`src/rtl/branch_pc_core.sv`:
```
// branch_pc_core: 8-bit ALU, branch-target ROM and program counter.
// Optional macro RELJUMP_EN adds rel_en for PC-relative jumps.
module branch_pc_core #(
  parameter int D      = 10,
  parameter int LUT_AW = 4
) (
  input  logic         clk,
  input  logic         reset,
  input  logic [2:0]   alu_cmd,
  input  logic [7:0]   inA,
  input  logic [7:0]   inB,
  input  logic [7:0]   inC,
  input  logic         branch,
`ifdef RELJUMP_EN
  input  logic         rel_en,
`endif
  output logic [7:0]   rslt,
  output logic         branch_pc,
  output logic [D-1:0] target,
  output logic [D-1:0] prog_ctr
);

  localparam logic [2:0] OP_ADD = 3'b000;
  localparam logic [2:0] OP_SUB = 3'b001;
  localparam logic [2:0] OP_AND = 3'b010;
  localparam logic [2:0] OP_BNE = 3'b011;
  localparam logic [2:0] OP_OR  = 3'b100;
  localparam logic [2:0] OP_XOR = 3'b101;
  localparam logic [2:0] OP_SHL = 3'b110;
  localparam logic [2:0] OP_SHR = 3'b111;

  logic [LUT_AW-1:0] lut_idx;
  logic              jump;
  logic [D-1:0]      pc_inc;
  logic [D-1:0]      pc_jmp;
  logic [D-1:0]      pc_next;

  // ALU: result and raw branch condition
  always_comb begin
    rslt      = 8'h00;
    branch_pc = 1'b0;
    case (alu_cmd)
      OP_ADD: rslt = inA + inB;
      OP_SUB: rslt = inA - inB;
      OP_AND: rslt = inA & inB;
      OP_BNE: begin
        rslt      = inC;
        branch_pc = (inA != inB);
      end
      OP_OR:  rslt = inA | inB;
      OP_XOR: rslt = inA ^ inB;
      OP_SHL: rslt = inA << inC[2:0];
      OP_SHR: rslt = inA >> inC[2:0];
      default: rslt = 8'h00;
    endcase
  end

  assign lut_idx = rslt[LUT_AW-1:0];

  // Branch-target ROM; unlisted indices point at 0
  always_comb begin
    target = '0;
    case (lut_idx)
      LUT_AW'(0): target = D'(16);
      LUT_AW'(1): target = D'(48);
      LUT_AW'(2): target = D'(128);
      LUT_AW'(3): target = D'(256);
      LUT_AW'(4): target = D'(1023);
      default:    target = '0;
    endcase
  end

  assign jump   = branch & branch_pc;
  assign pc_inc = prog_ctr + D'(1);

`ifdef RELJUMP_EN
  // Relative jumps add the two's-complement target modulo 2^D
  always_comb begin
    pc_jmp = target;
    if (rel_en)
      pc_jmp = prog_ctr + target;
  end
`else
  assign pc_jmp = target;
`endif

  assign pc_next = jump ? pc_jmp : pc_inc;

  // PC register: reset wins over any jump
  always_ff @(posedge clk) begin
    if (reset)
      prog_ctr <= '0;
    else
      prog_ctr <= pc_next;
  end

endmodule

```
`config.mk`:
```
export PLATFORM = sky130hd
export DESIGN_NAME = branch_pc_core
export DESIGN_NICKNAME = d
export VERILOG_FILES = /design/src/rtl/branch_pc_core.sv
export SDC_FILE = /design/constraint.sdc
export NUM_CORES = 1
export LEC_CHECK = 0
export ABC_AREA = 1
export CAP_MARGIN = 30
export CORE_ASPECT_RATIO = 1.2
export CORE_UTILIZATION = 48
export CTS_CLUSTER_SIZE = 28
export DETAILED_ROUTE_END_ITERATION = 8
export PLACE_DENSITY = 0.78
export SYNTH_ARGS = -nofsm -noshare
export SYNTH_HDL_FRONTEND = slang
export SYNTH_SLANG_ARGS = --single-unit
export TNS_END_PERCENT = 10
```
`constraint.sdc`:
```
create_clock -name clk -period 2.8 [get_ports clk]
set_input_delay 0.42 -clock clk [delete_from_list [all_inputs] [get_ports clk]]
set_output_delay 0.42 -clock clk [all_outputs]
set_load 0.05 [all_outputs]
```
* After elaboration in Yosys (flattened, before gate mapping)
Index checks and enable logic that the tools add are counted.
Cells by class: $add $sub $neg 3, equality and inequality tests 12, shifts and indexed selects 2, mux-type cells 4, bitwise logic cells 4, reductions and logical operators 2
Operators with widths (count):
- $pmux 8 s8 | 1
- $pmux 10 s5 | 1
- $eq 3x3->1 const B | 4
- $add 10x1->10 const B | 1
- $mux 10 | 1
- $add 8x8->8 | 1
- $and 8x8->8 | 1
- $eq 4x2->1 const B | 2
- $ne 8x8->1 | 1
- $or 8x8->8 | 1
- $shl 8x3->8 | 1
- $shr 8x3->8 | 1
- $sub 8x8->8 | 1
- $xor 8x8->8 | 1
- $eq 3x2->1 const B | 2
- $eq 4x1->1 const B | 1
- $eq 4x3->1 const B | 1
- $logic_not 4->1 | 1
- $eq 3x1->1 const B | 1
- $logic_not 3->1 | 1
- $and 1x1->1 | 1
- $mux 1 | 1
Storage, ports and cells: bits in registers 10, bits of input ports 30, output and inout bits 29, logic and storage cells 28

* Depth between registers and ports, before layout
Gate-level depths: netlist of run 1.
word-level depth 5, mapped depth 16, mapped depth without buffers 16

* Least setup slack after synthesis of run 1
Ideal clock, no wire load.
path kind input to output, start input inA[0], end output target[1], arrival time 2494 ps, data required time 2380 ps, path slack -114 ps, stages on the path 12, path buffers 1, path through inv_1 ha_1 inv_1 fa_1 nor2_1 o21ai_0 nand2_2 nor2_2 a21oi_4 nand2_4 nor2_4 buf_4
On the way: word-level cells in the longest chain between the ends 4, elaborated cells on any way between the ends 14, classes of those cells 2 x add/sub; 4 x eq/ne; 2 x shift; 2 x mux; 3 x bitwise; 1 x reduce/logical
RTL lines:
- start: declaration | RTL line 10 | input logic [7:0] inA,
- $sub 8x8->8 (tied with other cells) | RTL line 44 | OP_SUB: rslt = inA - inB;
- $pmux 8 s8 (*) | RTL line 42 | case (alu_cmd)
- via rslt[2] | RTL line 17 | output logic [7:0] rslt,
- $eq 4x3->1 (tied with other cells) | RTL line 63 | case (lut_idx)
- $pmux 10 s5 (*) | RTL line 63
- end: declaration | RTL line 19 | output logic [D-1:0] target,
Mark *: on every way through the listed nets, which the timed path passes. The rest lies on a longest branch.

* Final worst setup path of run 1
start input inB[1], end output target[2]
On the way: word-level cells in the longest chain between the ends 4, elaborated cells on any way between the ends 12, classes of those cells 2 x add/sub; 4 x eq/ne; 2 x mux; 3 x bitwise; 1 x reduce/logical
RTL lines:
- start: declaration | RTL line 11 | input logic [7:0] inB,
- $sub 8x8->8 (tied with other cells) | RTL line 44
- $pmux 8 s8 (*) | RTL line 42
- $eq 4x3->1 (tied with other cells) | RTL line 63
- $pmux 10 s5 (*) | RTL line 63
Mark *: on every way between the ends. The rest lies on a longest branch, timed or not.

==> run metrics, run 1 <==
cells on worst reg2reg path 12; Worst Skew between 0.002 and 0.0025 ns; WL/cell ~16 microns; initial core utilization roughly half; max cap viols 0; Vias per Instance between 5 and 6; max reg flops 10; crit path max fanout 7; Leak 1.87 nW; fin crit share between 90 and 100%; Cell Count, Final, Fillers Out between 500 and 600; Max VDD drop ~0.22 mV; CP endpoint kind output port; Layout fillers 311; commonest non-fill, non-tap cell in the layout nand2_1; post-layout min period about 2.8 ns; worst hold path type reg -> reg; DIE WIDTH roughly 66 microns; syn_nets ~440; worst hold slack roughly 0.59 ns; Syn Area/Cell slightly above 6 sq um; Cells after Synth just under 400; Power Total 1.24 mW; Total Routing Usage GR 32.6%; Top reg by flops prog_ctr; Reg clk slew, reported paths around 0.05 ns; # diodes 0; initial antenna violation count 0; Data required, critical path 2.38 ns; CTS root buf clkbuf_8; Synth Register Bits 10; estimated wirelength of the detail-placed design 6.61 mm; CTS tree done; Ports 59; drc violations 0; most frequent cells in the layout nand2_1, buf_4, nand3_1, inv_1, clkdlybuf4s50_1; Routed Antenna Nets 0; share of flip-flops with an asynchronous set or reset 0%; status completed; final wirelength 8.71 mm; Max clock buf depth 2; Core Util, Final between 80% and 90%; Num CTS Buffers 3; Port Buffers 58; Post-Syn Area between 0.002 and 0.0025 sq mm; Die Footprint 0.00523 sq mm; PD cells roughly 330 mW/mm^2; worst-skew pair later-pin latency 0.23 ns; final slew viol count 0; Pre-antenna DRT Iters 5; largest net degree at the start of global routing 16; # rows 27; Distinct cells, synth 43; detailed-route via count 3192; RSZ-0062 raised after global routing yes; Main synth FF type dfxtp_1; Iter 0 DRT Violations 222; H-Tree Depth 1; # clock sinks 10; Warnings, synthesis 0; total global routing overflow 0; layout cells sized above 1 34.1%; Setup Viol. Count Final 0; crit path launch type input port; number of enable flip-flop cells after synthesis 0; GPL Wtd Cong 1.00; hold depth 3; sequential area share after synthesis 8.44%; Inst Count DP about 550; core area 0.00466 sq mm; Fin. Hold Viols 0; CP arrival ~2.4 ns; final setup TNS 0 ns; Layout area overhead 61.5%; fmax between 0.3 and 0.4 GHz; worst slew pin tran about 0.53 ns; crit path kind in -> out; first-pass GRT wire length 13.4 mm; biggest regs prog_ctr (10); chip height 79.0 microns; Nets 559; Relative slew margins 64.7%; vias in the first global route between 3000 and 4000
-- final timing paths --
| kind | to | slack (ns) | start |
|---|---|---|---|
| setup / recovery | target[2] | 0.01 | inB[1] |
| hold reg to reg | prog_ctr[9] | 0.59 | prog_ctr[9] |
| setup reg to reg | prog_ctr[8] | 0.89 | prog_ctr[0] |
| hold / removal | prog_ctr[9] | 0.59 | prog_ctr[9] |
-- cell families (layout without fill, tap and decap cells) --
family	Yosys count	in the layout	share of synthesized area (%)
and+or+nand+nor	212	212	43.9
buffers and inverters	72	187	14.2
xor gates and xnor gates	10	10	3.69
DFF	10	10	8.44
adders and majority gates	26	26	14.4
AOI/OAI and AO/OA	57	57	15.4
-- power breakdown --
| group | total [mW] | switching, mW | internal (mW) |
|---|---|---|---|
| clock | 0.179 | 0.0556 | 0.123 |
| combinational | 0.909 | 0.504 | 0.404 |
| sequential | 0.157 | 0.00737 | 0.149 |
| total | 1.24 | 0.567 | 0.677 |
-- synth_stat cells (5+ instances only) --
cell type	instances	area (sq um)
a21oi_1	20	100
a21oi_2	7	61.3
nor3_1	6	30.0
o21ai_0	11	55.1
nor2_4	6	67.6
nand2_1	90	338
dfxtp_1	10	200
buf_6	5	56.3
inv_2	7	26.3
nand4_1	12	75.1
ha_1	24	300
buf_4	6	45.0
xor2_1	8	70.1
nor2_1	25	93.8
nand3_1	52	260
inv_1	49	184
-- area by class of cell --
| cell class | instances | area [sq um] | area share (%) |
|---|---|---|---|
| Inverter | 57 | 219 | 5.72 |
| Sequential cell | 10 | 200 | 5.23 |
| Multi-Input combinational cell | 305 | 2020 | 52.8 |
| Tap cell | 58 | 72.6 | 1.90 |
| Clock buffer | 4 | 55.1 | 1.44 |
| Timing Repair Buffer | 126 | 1260 | 32.9 |
-- critical path, stage by stage --
cell and delay (ns):
dlygate4sd2_1 0.25, inv_2 0.09, fa_2 0.44, o21ai_2 0.11
nand2_1 0.07, nor2_2 0.11, nand3_2 0.16, o21ai_4 0.23
nand2_4 0.08, nor2_4 0.10, buf_12 0.15, buf_12 0.14
-- layer usage --
| metal | track usage [%] | routed length (microns) | vias to the layer above |
|---|---|---|---|
| li1 | - | - | 1507 |
| met1 | 34.5 | 3230 | 1450 |
| met2 | 60.4 | 4420 | 177 |
| met3 | 4.17 | 482 | 58 |
| met4 | 18.3 | 571 | 0 |
| met5 | 0 | 0 | - |
-- through the flow --
step	setup slack (ns)	area [sq um]
floorplan	-0.0225	2410
global placement	-0.360	3590
detailed placement	-0.497	3590
CTS	0.00903	3690
global route	-0.110	3830
finish	0.0109	3830
-- repair_timing --
item,in CTS,in global routing
gates resized for setup,31,31
setup buffers,1,4
setup endpoints to repair,23,13
hold buffers,0,0
pin swaps,9,11
(Power assumes the default switching activity.)
==> run 2, diff against run 1 <==
Clock period 2.8 ns to 3.14 ns, I/O delays scaled along.
==> run metrics, run 2 (synthesized netlist as in run 1, its figures left out) <==
Vias per Instance 5.56 (was 5.70); total global routing overflow 0 (unchanged); H-Tree Depth 1 (unchanged); final wirelength 7.36 mm (was 8.71 mm); max incr delay on CP 0.61 ns (was 0.44 ns); first-pass GRT wire length 12.2 mm (was 13.4 mm); Crit. Startpoint alu_cmd[0] (was inB[1]); cts hold-fix bufs 0 (unchanged); Max VDD drop 0.196 mV (was 0.224 mV); final slew viol count 0 (unchanged); Total Routing Usage GR 29.4% (was 32.6%); CTS root buf clkbuf_8 (unchanged); max cap viols 0 (unchanged); Num CTS Buffers 3 (unchanged); Layout fillers 387 (was 311); worst-skew pair later-pin latency 0.23 ns (about the same); largest net degree at the start of global routing 16 (unchanged); Worst Skew 0.00414 ns (was 0.00201 ns); Iter 0 DRT Violations 273 (was 222); # diodes 0 (unchanged); CP endpoint kind output port (unchanged); Worst setup endpoint target[7] (was target[2]); worst r2r dst prog_ctr[8] (unchanged); DIE WIDTH 66.2 microns (unchanged); cells on worst reg2reg path 12 (unchanged); status completed (unchanged); fin crit share a little over nine tenths; Setup Viol. Count Final 0 (unchanged); pre-CTS setup slack -0.237 ns (was -0.497 ns); cell repeated most along the worst path nand2_1 (was buf_12); biggest regs prog_ctr (10) (unchanged); initial antenna violation count 0 (unchanged); Port Buffers 58 (unchanged); initial core utilization 50.9% (unchanged); vias in the first global route 2748 (was 3068); crit path max fanout 7 (unchanged); PD cells 298 mW/mm^2 (was 325 mW/mm^2); CP arrival 2.54 ns (was 2.37 ns); Nets 526 (was 559); crit path kind in -> out (unchanged); Ports 59 (unchanged); commonest non-fill, non-tap cell in the layout nand2_1 (unchanged); RSZ-0062 raised after global routing yes (unchanged); Data required, critical path 2.67 ns (was 2.38 ns); chip height 79.0 microns (unchanged); Max clock buf depth 2 (unchanged); post-route cell area 0.00349 sq mm (was 0.00383 sq mm); Reg-to-Reg Start prog_ctr[0] (unchanged); Layout area overhead 47.0% (was 61.5%); layout cells sized above 1 24.7% (was 34.1%); postcts setup bufs 0 (was 1); Relative slew margins 64.2% (was 64.7%); Pre-antenna DRT Iters 5 (unchanged); Cell Count, Final, Fillers Out 527 (was 560); core area 0.00466 sq mm (unchanged); area of the multi-input gates 0.00191 sq mm (was 0.00202 sq mm); drc violations 0 (unchanged); crit-path cells clkdlybuf4s50_1 > nand3_2 > nor2_4 > nand2_1 > a21oi_2 > nor2_2 > nor2_4 > nand2_1 > nand2_1 > nand2_1 > inv_2 > buf_12 (was dlygate4sd2_1 > inv_2 > fa_2 > o21ai_2 > nand2_1 > nor2_2 > nand3_2 > o21ai_4 > nand2_4 > nor2_4 > buf_12 > buf_12); Fin. Hold Viols 0 (unchanged); placed cell area 0.00336 sq mm (was 0.00359 sq mm); crit path launch type input port (unchanged); WL/cell 14.0 microns (was 15.6 microns); Top reg by flops prog_ctr (unchanged); worst hold slack 0.583 ns (was 0.588 ns); most frequent cells in the layout nand2_1, nand3_1, inv_1, buf_4, clkdlybuf4s50_1 (was nand2_1, buf_4, nand3_1, inv_1, clkdlybuf4s50_1); Die Footprint 0.00523 sq mm (unchanged); final setup TNS 0 ns (unchanged); PnR worst setup slack 0.128 ns (was 0.0109 ns); register area 200 sq um (unchanged); # rows 27 (unchanged); Leak 1.72 nW (was 1.87 nW); GPL Wtd Cong 0.988 (was 1.00); cell at the slowest stage of the critical path clkdlybuf4s50_1 (was fa_2); CTS tree done (unchanged); fmax around 0.33 GHz; # clock sinks 10 (unchanged); detailed-route via count 2931 (was 3192); Reg clk slew, reported paths 0.05 ns (about the same); Inst Count DP 523 (was 552); Power Total 1.04 mW (was 1.24 mW); estimated wirelength of the detail-placed design 6.15 mm (was 6.61 mm); r2r setup slk 1.36 ns (was 0.89 ns); post-layout min period roughly 3 ns; worst slew pin tran 0.530 ns (was 0.528 ns); max reg flops 10 (unchanged); Core Util, Final 74.8% (was 82.1%); worst hold path type reg -> reg (unchanged); Routed Antenna Nets 0 (unchanged)
[run 2: what timing repair did]
item / CTS / global route
gates resized for setup: 7 / 20
endpoints found under the setup margin: 12 / 14
pin swaps: 3 / 9
[run 2: critical path, delay by kind of cell]
| kind | cells | cell delay, ns |
|---|---|---|
| AO/OA/AOI/OAI | 1 | 0.28 |
| AND/OR/NAND/NOR | 8 | 0.96 |
| buffers and inverters | 3 | 0.82 |
[run 2: power breakdown]
group,total [mW],switching (mW),internal (mW)
Combinational,0.740,0.419,0.322
Clock,0.160,0.0494,0.110
Sequential,0.140,0.00724,0.133
[run 2: cell type report]
type | count | area share, %
Timing Repair Buffer | 93 | 29.6
Inverter | 57 | 6.21
Multi-Input combinational cell | 305 | 54.8
Sequential cell | 10 | 5.74
Clock buffer | 4 | 1.58
Tap cell | 58 | 2.08
[run 2: layer usage]
layer	up-vias	routed length [microns]	global-route usage, %
met1	1350	2980	36.5
li1	1450	-	-
met3	13	445	3.59
met4	0	99	5.11
met5	-	0	0
met2	118	3840	53.7
[run 2: worst min path at each step]
stage                 from           to  slack [ns]  depth (start not counted)
5_1_grt        prog_ctr[9]  prog_ctr[9]        0.63                          3
3_3_place_gp   prog_ctr[9]  prog_ctr[9]        0.57                          3
6_report       prog_ctr[9]  prog_ctr[9]        0.58                          3
4_1_cts        prog_ctr[9]  prog_ctr[9]        0.58                          3
2_1_floorplan       branch  prog_ctr[1]        0.74                          3
3_5_place_dp   prog_ctr[9]  prog_ctr[9]        0.57                          3
==> run 3, diff against run 2 <==
Settings changed: ABC_AREA 1 to default, CORE_UTILIZATION 48 to 46, PLACE_DENSITY 0.78 to 0.79.
Clock period 3.14 ns to 2.5 ns, I/O delays scaled along.
==> run metrics, run 3 <==
Worst Skew 0.00488 ns (was 0.00414 ns); Ports 59 (unchanged); worst hold path type reg -> reg (unchanged); worst r2r dst prog_ctr[8] (unchanged); Num CTS Buffers 3 (unchanged); total global routing overflow 0 (unchanged); max layer used met4 (unchanged); sw frac 47.1% (was 45.7%); worst-skew pair later-pin latency 0.24 ns (was 0.23 ns); area share of fa/ha/maj cells after synthesis 14.8% (was 14.4%); H-Tree Depth 1 (unchanged); Reg-to-Reg Start prog_ctr[0] (unchanged); cells on worst reg2reg path 7 (was 12); CTS tree done (unchanged); Relative slew margins 65.4% (was 64.2%); Port Buffers 58 (unchanged); Main synth FF type dfxtp_1 (unchanged); Die Footprint 0.00530 sq mm (was 0.00523 sq mm); # clock sinks 10 (unchanged); WHS Endpoint prog_ctr[0] (was prog_ctr[9]); WL met2 6.19 mm (was 3.84 mm); Cells after Synth 300 (was 387); logic gate share of total power 78.1% (was 71.2%); Fin. Hold Viols 0 (unchanged); status finished with violations (was completed); Leak 2.00 nW (was 1.72 nW); Pre-antenna DRT Iters 9 (was 5); Synth Area in Compound Gates 28.0% (was 15.4%); Nets 513 (was 526); xor and xnor area share after synthesis 5.70% (was 3.69%); CTS root buf clkbuf_8 (unchanged); final slew viol count 0 (unchanged); Post-Synth Simple-Gate Area 19.7% (was 43.9%); Int Pwr 849 uW (was 565 uW); mux share of post-synthesis cell area 11.2% (was 0%); Setup Viol. Count Final 29 (was 0); Vias per Instance 7.08 (was 5.56); failing checks DRC, setup timing; Warnings, synthesis 0 (unchanged); commonest non-fill, non-tap cell in the layout buf_4 (was nand2_1); Synth Register Bits 10 (unchanged); PD cells 364 mW/mm^2 (was 298 mW/mm^2); main combinational cell family by area after synthesis compound AO/OA/AOI/OAI gates (was simple AND/OR/NAND/NOR gates); layout cells sized above 1 52.5% (was 24.7%); share of flip-flops with an asynchronous set or reset 0% (unchanged); drc violations 2 (was 0); most frequent cells in the layout buf_4, nand2_1, clkdlybuf4s50_1, buf_12, inv_1 (was nand2_1, nand3_1, inv_1, buf_4, clkdlybuf4s50_1); chip height 79.5 microns (was 79.0 microns); core area 0.00470 sq mm (was 0.00466 sq mm); Max clock buf depth 2 (unchanged); P_sw 758 uW (was 475 uW); max reg flops 10 (unchanged); CP arrival 2.81 ns (was 2.54 ns); Inst Count DP 494 (was 523); post-layout min period about 3.2 ns; Reg clk slew, reported paths 0.05 ns (about the same); WL/cell 27.1 microns (was 14.0 microns); largest area contributor in the netlist ha_1 (was nand2_1); Layout area overhead 91.4% (was 47.0%); vias in the first global route 3290 (was 2748); initial core utilization 49.1% (was 50.9%); first-pass GRT wire length 16.6 mm (was 12.2 mm); Iter 0 DRT Violations 584 (was 273); Cell Count, Final, Fillers Out 513 (was 527); largest net degree at the start of global routing 13 (was 16); sequential power share 11.2% (was 13.5%); crit path kind in -> out (unchanged); Data required, critical path 2.12 ns (was 2.67 ns); PnR worst setup slack -0.689 ns (was 0.128 ns); sequential area share after synthesis 8.69% (was 8.44%); max cap viols 0 (unchanged); Routed Antenna Nets 0 (unchanged); top-area cell type share of the netlist area 13.0% (was 14.2%); fmax between 0.3 and 0.4 GHz; Clk pwr share 10.7% (was 15.3%); Max VDD drop 0.246 mV (was 0.196 mV); initial antenna violation count 0 (unchanged); Worst Min Path Start prog_ctr[0] (was prog_ctr[9]); # rows 27 (unchanged); DIE WIDTH 66.6 microns (was 66.2 microns); number of enable flip-flop cells after synthesis 0 (unchanged); Top reg by flops prog_ctr (unchanged); Distinct cells, synth 65 (was 43); worst hold slack 0.624 ns (was 0.583 ns); r2r setup slk 0.44 ns (was 1.36 ns); count leader, synth inv_1 (was nand2_1); biggest regs prog_ctr (10) (unchanged); worst slew pin tran 0.517 ns (was 0.530 ns); crit path launch type input port (unchanged); most frequent cells after synthesis inv_1, a21oi_1, ha_1 (was nand2_1, nand3_1, inv_1); Routed met1 length 4.07 mm (was 2.98 mm); routed wl met3 1.74 mm (was 445 microns); crit path max fanout 8 (was 7); final wirelength 13.9 mm (was 7.36 mm); syn_nets 356 (was 443); fin crit share 128%; Syn Area/Cell 7.68 sq um (was 6.13 sq um); Total Routing Usage GR 41.9% (was 29.4%); hold depth 1 (was 3); Core Util, Final 93.9% (was 74.8%); Post-Syn Area 0.00230 sq mm (was 0.00237 sq mm); # diodes 0 (unchanged); GPL Wtd Cong 0.942 (was 0.988); detailed-route via count 3631 (was 2931); top cells by area, synth ha_1, dfxtp_1, mux2i_1 (was nand2_1, ha_1, nand3_1); RSZ-0062 raised after global routing yes (unchanged); estimated wirelength of the detail-placed design 7.11 mm (was 6.15 mm); CP endpoint kind output port (unchanged)
==> run 3: cell types whose count changed after synthesis, moves of 5 or more <==
cell	previous run	this run
inv_1	49	30
nand2_1	90	22
inv_2	7	2
nand4_1	12	1
a21oi_2	7	0
nor2_4	6	0
nor2_1	25	16
mux2i_1	0	18
nand3_1	52	9
xnor2_1	2	9
==> run 3: how the worst max path moves through the flow <==
stage	cells past startpoint	end	startpoint
floorplan	9	target[1]	inA[0]
detailed placement	11	prog_ctr[3]	inB[1]
CTS	12	target[1]	inA[0]
global route	10	target[4]	inA[3]
global placement	11	target[6]	inA[0]
finish	11	target[5]	inC[0]
==> run 3: what timing repair did <==
action	CTS	global route
pin swaps	28	23
setup buffers	4	13
hold buffers	0	0
endpoints found under the setup margin	29	28
resized for setup	87	48
==> run 3: cells by family after synthesis <==
| logic type | Yosys count |
|---|---|
| compound gates | 87 |
| simple gates | 85 |
| buf+inv | 55 |
| fa+ha+maj | 26 |
| mux | 22 |
| xor+xnor | 15 |
| flops | 10 |
==> run 3: routing by layer <==
layer / vias to the layer above / track usage, %
met2: 440 / 75.6
li1: 1389 / -
met3: 201 / 7.00
met5: - / 0
met4: 0 / 31.1
met1: 1601 / 41.7
==> run 3: area by class of cell <==
| type | instances | area (sq um) |
|---|---|---|
| clock buffer | 3 | 41.3 |
| fill | 143 | 285 |
| inverter | 32 | 149 |
| timing repair buffer | 175 | 1720 |
| multi-input combinational | 235 | 2230 |
| tap | 58 | 72.6 |
| sequential | 10 | 200 |
==> run 3: critical path: stages <==
cell,delay [ns]
dlygate4sd2_1,0.29
buf_6,0.17
buf_4,0.14
nor2_1,0.40
nand3_1,0.34
and4b_2,0.36
buf_4,0.17
nor2_1,0.19
nor2_2,0.11
nor2_4,0.11
buf_12,0.14
==> run 3: power groups by stage <==
stage | clock network [mW] | registers (mW) | logic [mW]
after floorplan | 0 | 0.206 | 0.504
after global placement | 0 | 0.179 | 0.959
after detailed placement | 0 | 0.180 | 0.989
after CTS | 0.166 | 0.177 | 1.07
after global routing | 0.179 | 0.180 | 1.29
final | 0.172 | 0.179 | 1.26
==> run 3: per-stage QoR <==
step | setup TNS (ns) | instance area, sq um | power, mW | setup WS [ns]
3_5_place_dp | -21.68 | 3880 | 1.17 | -0.888
4_1_cts | -6.72 | 4180 | 1.41 | -0.424
3_3_place_gp | -19.57 | 3880 | 1.14 | -0.824
6_report | -11.29 | 4410 | 1.61 | -0.689
5_1_grt | -13.67 | 4410 | 1.65 | -0.869
2_1_floorplan | -4.83 | 2460 | 0.710 | -0.362
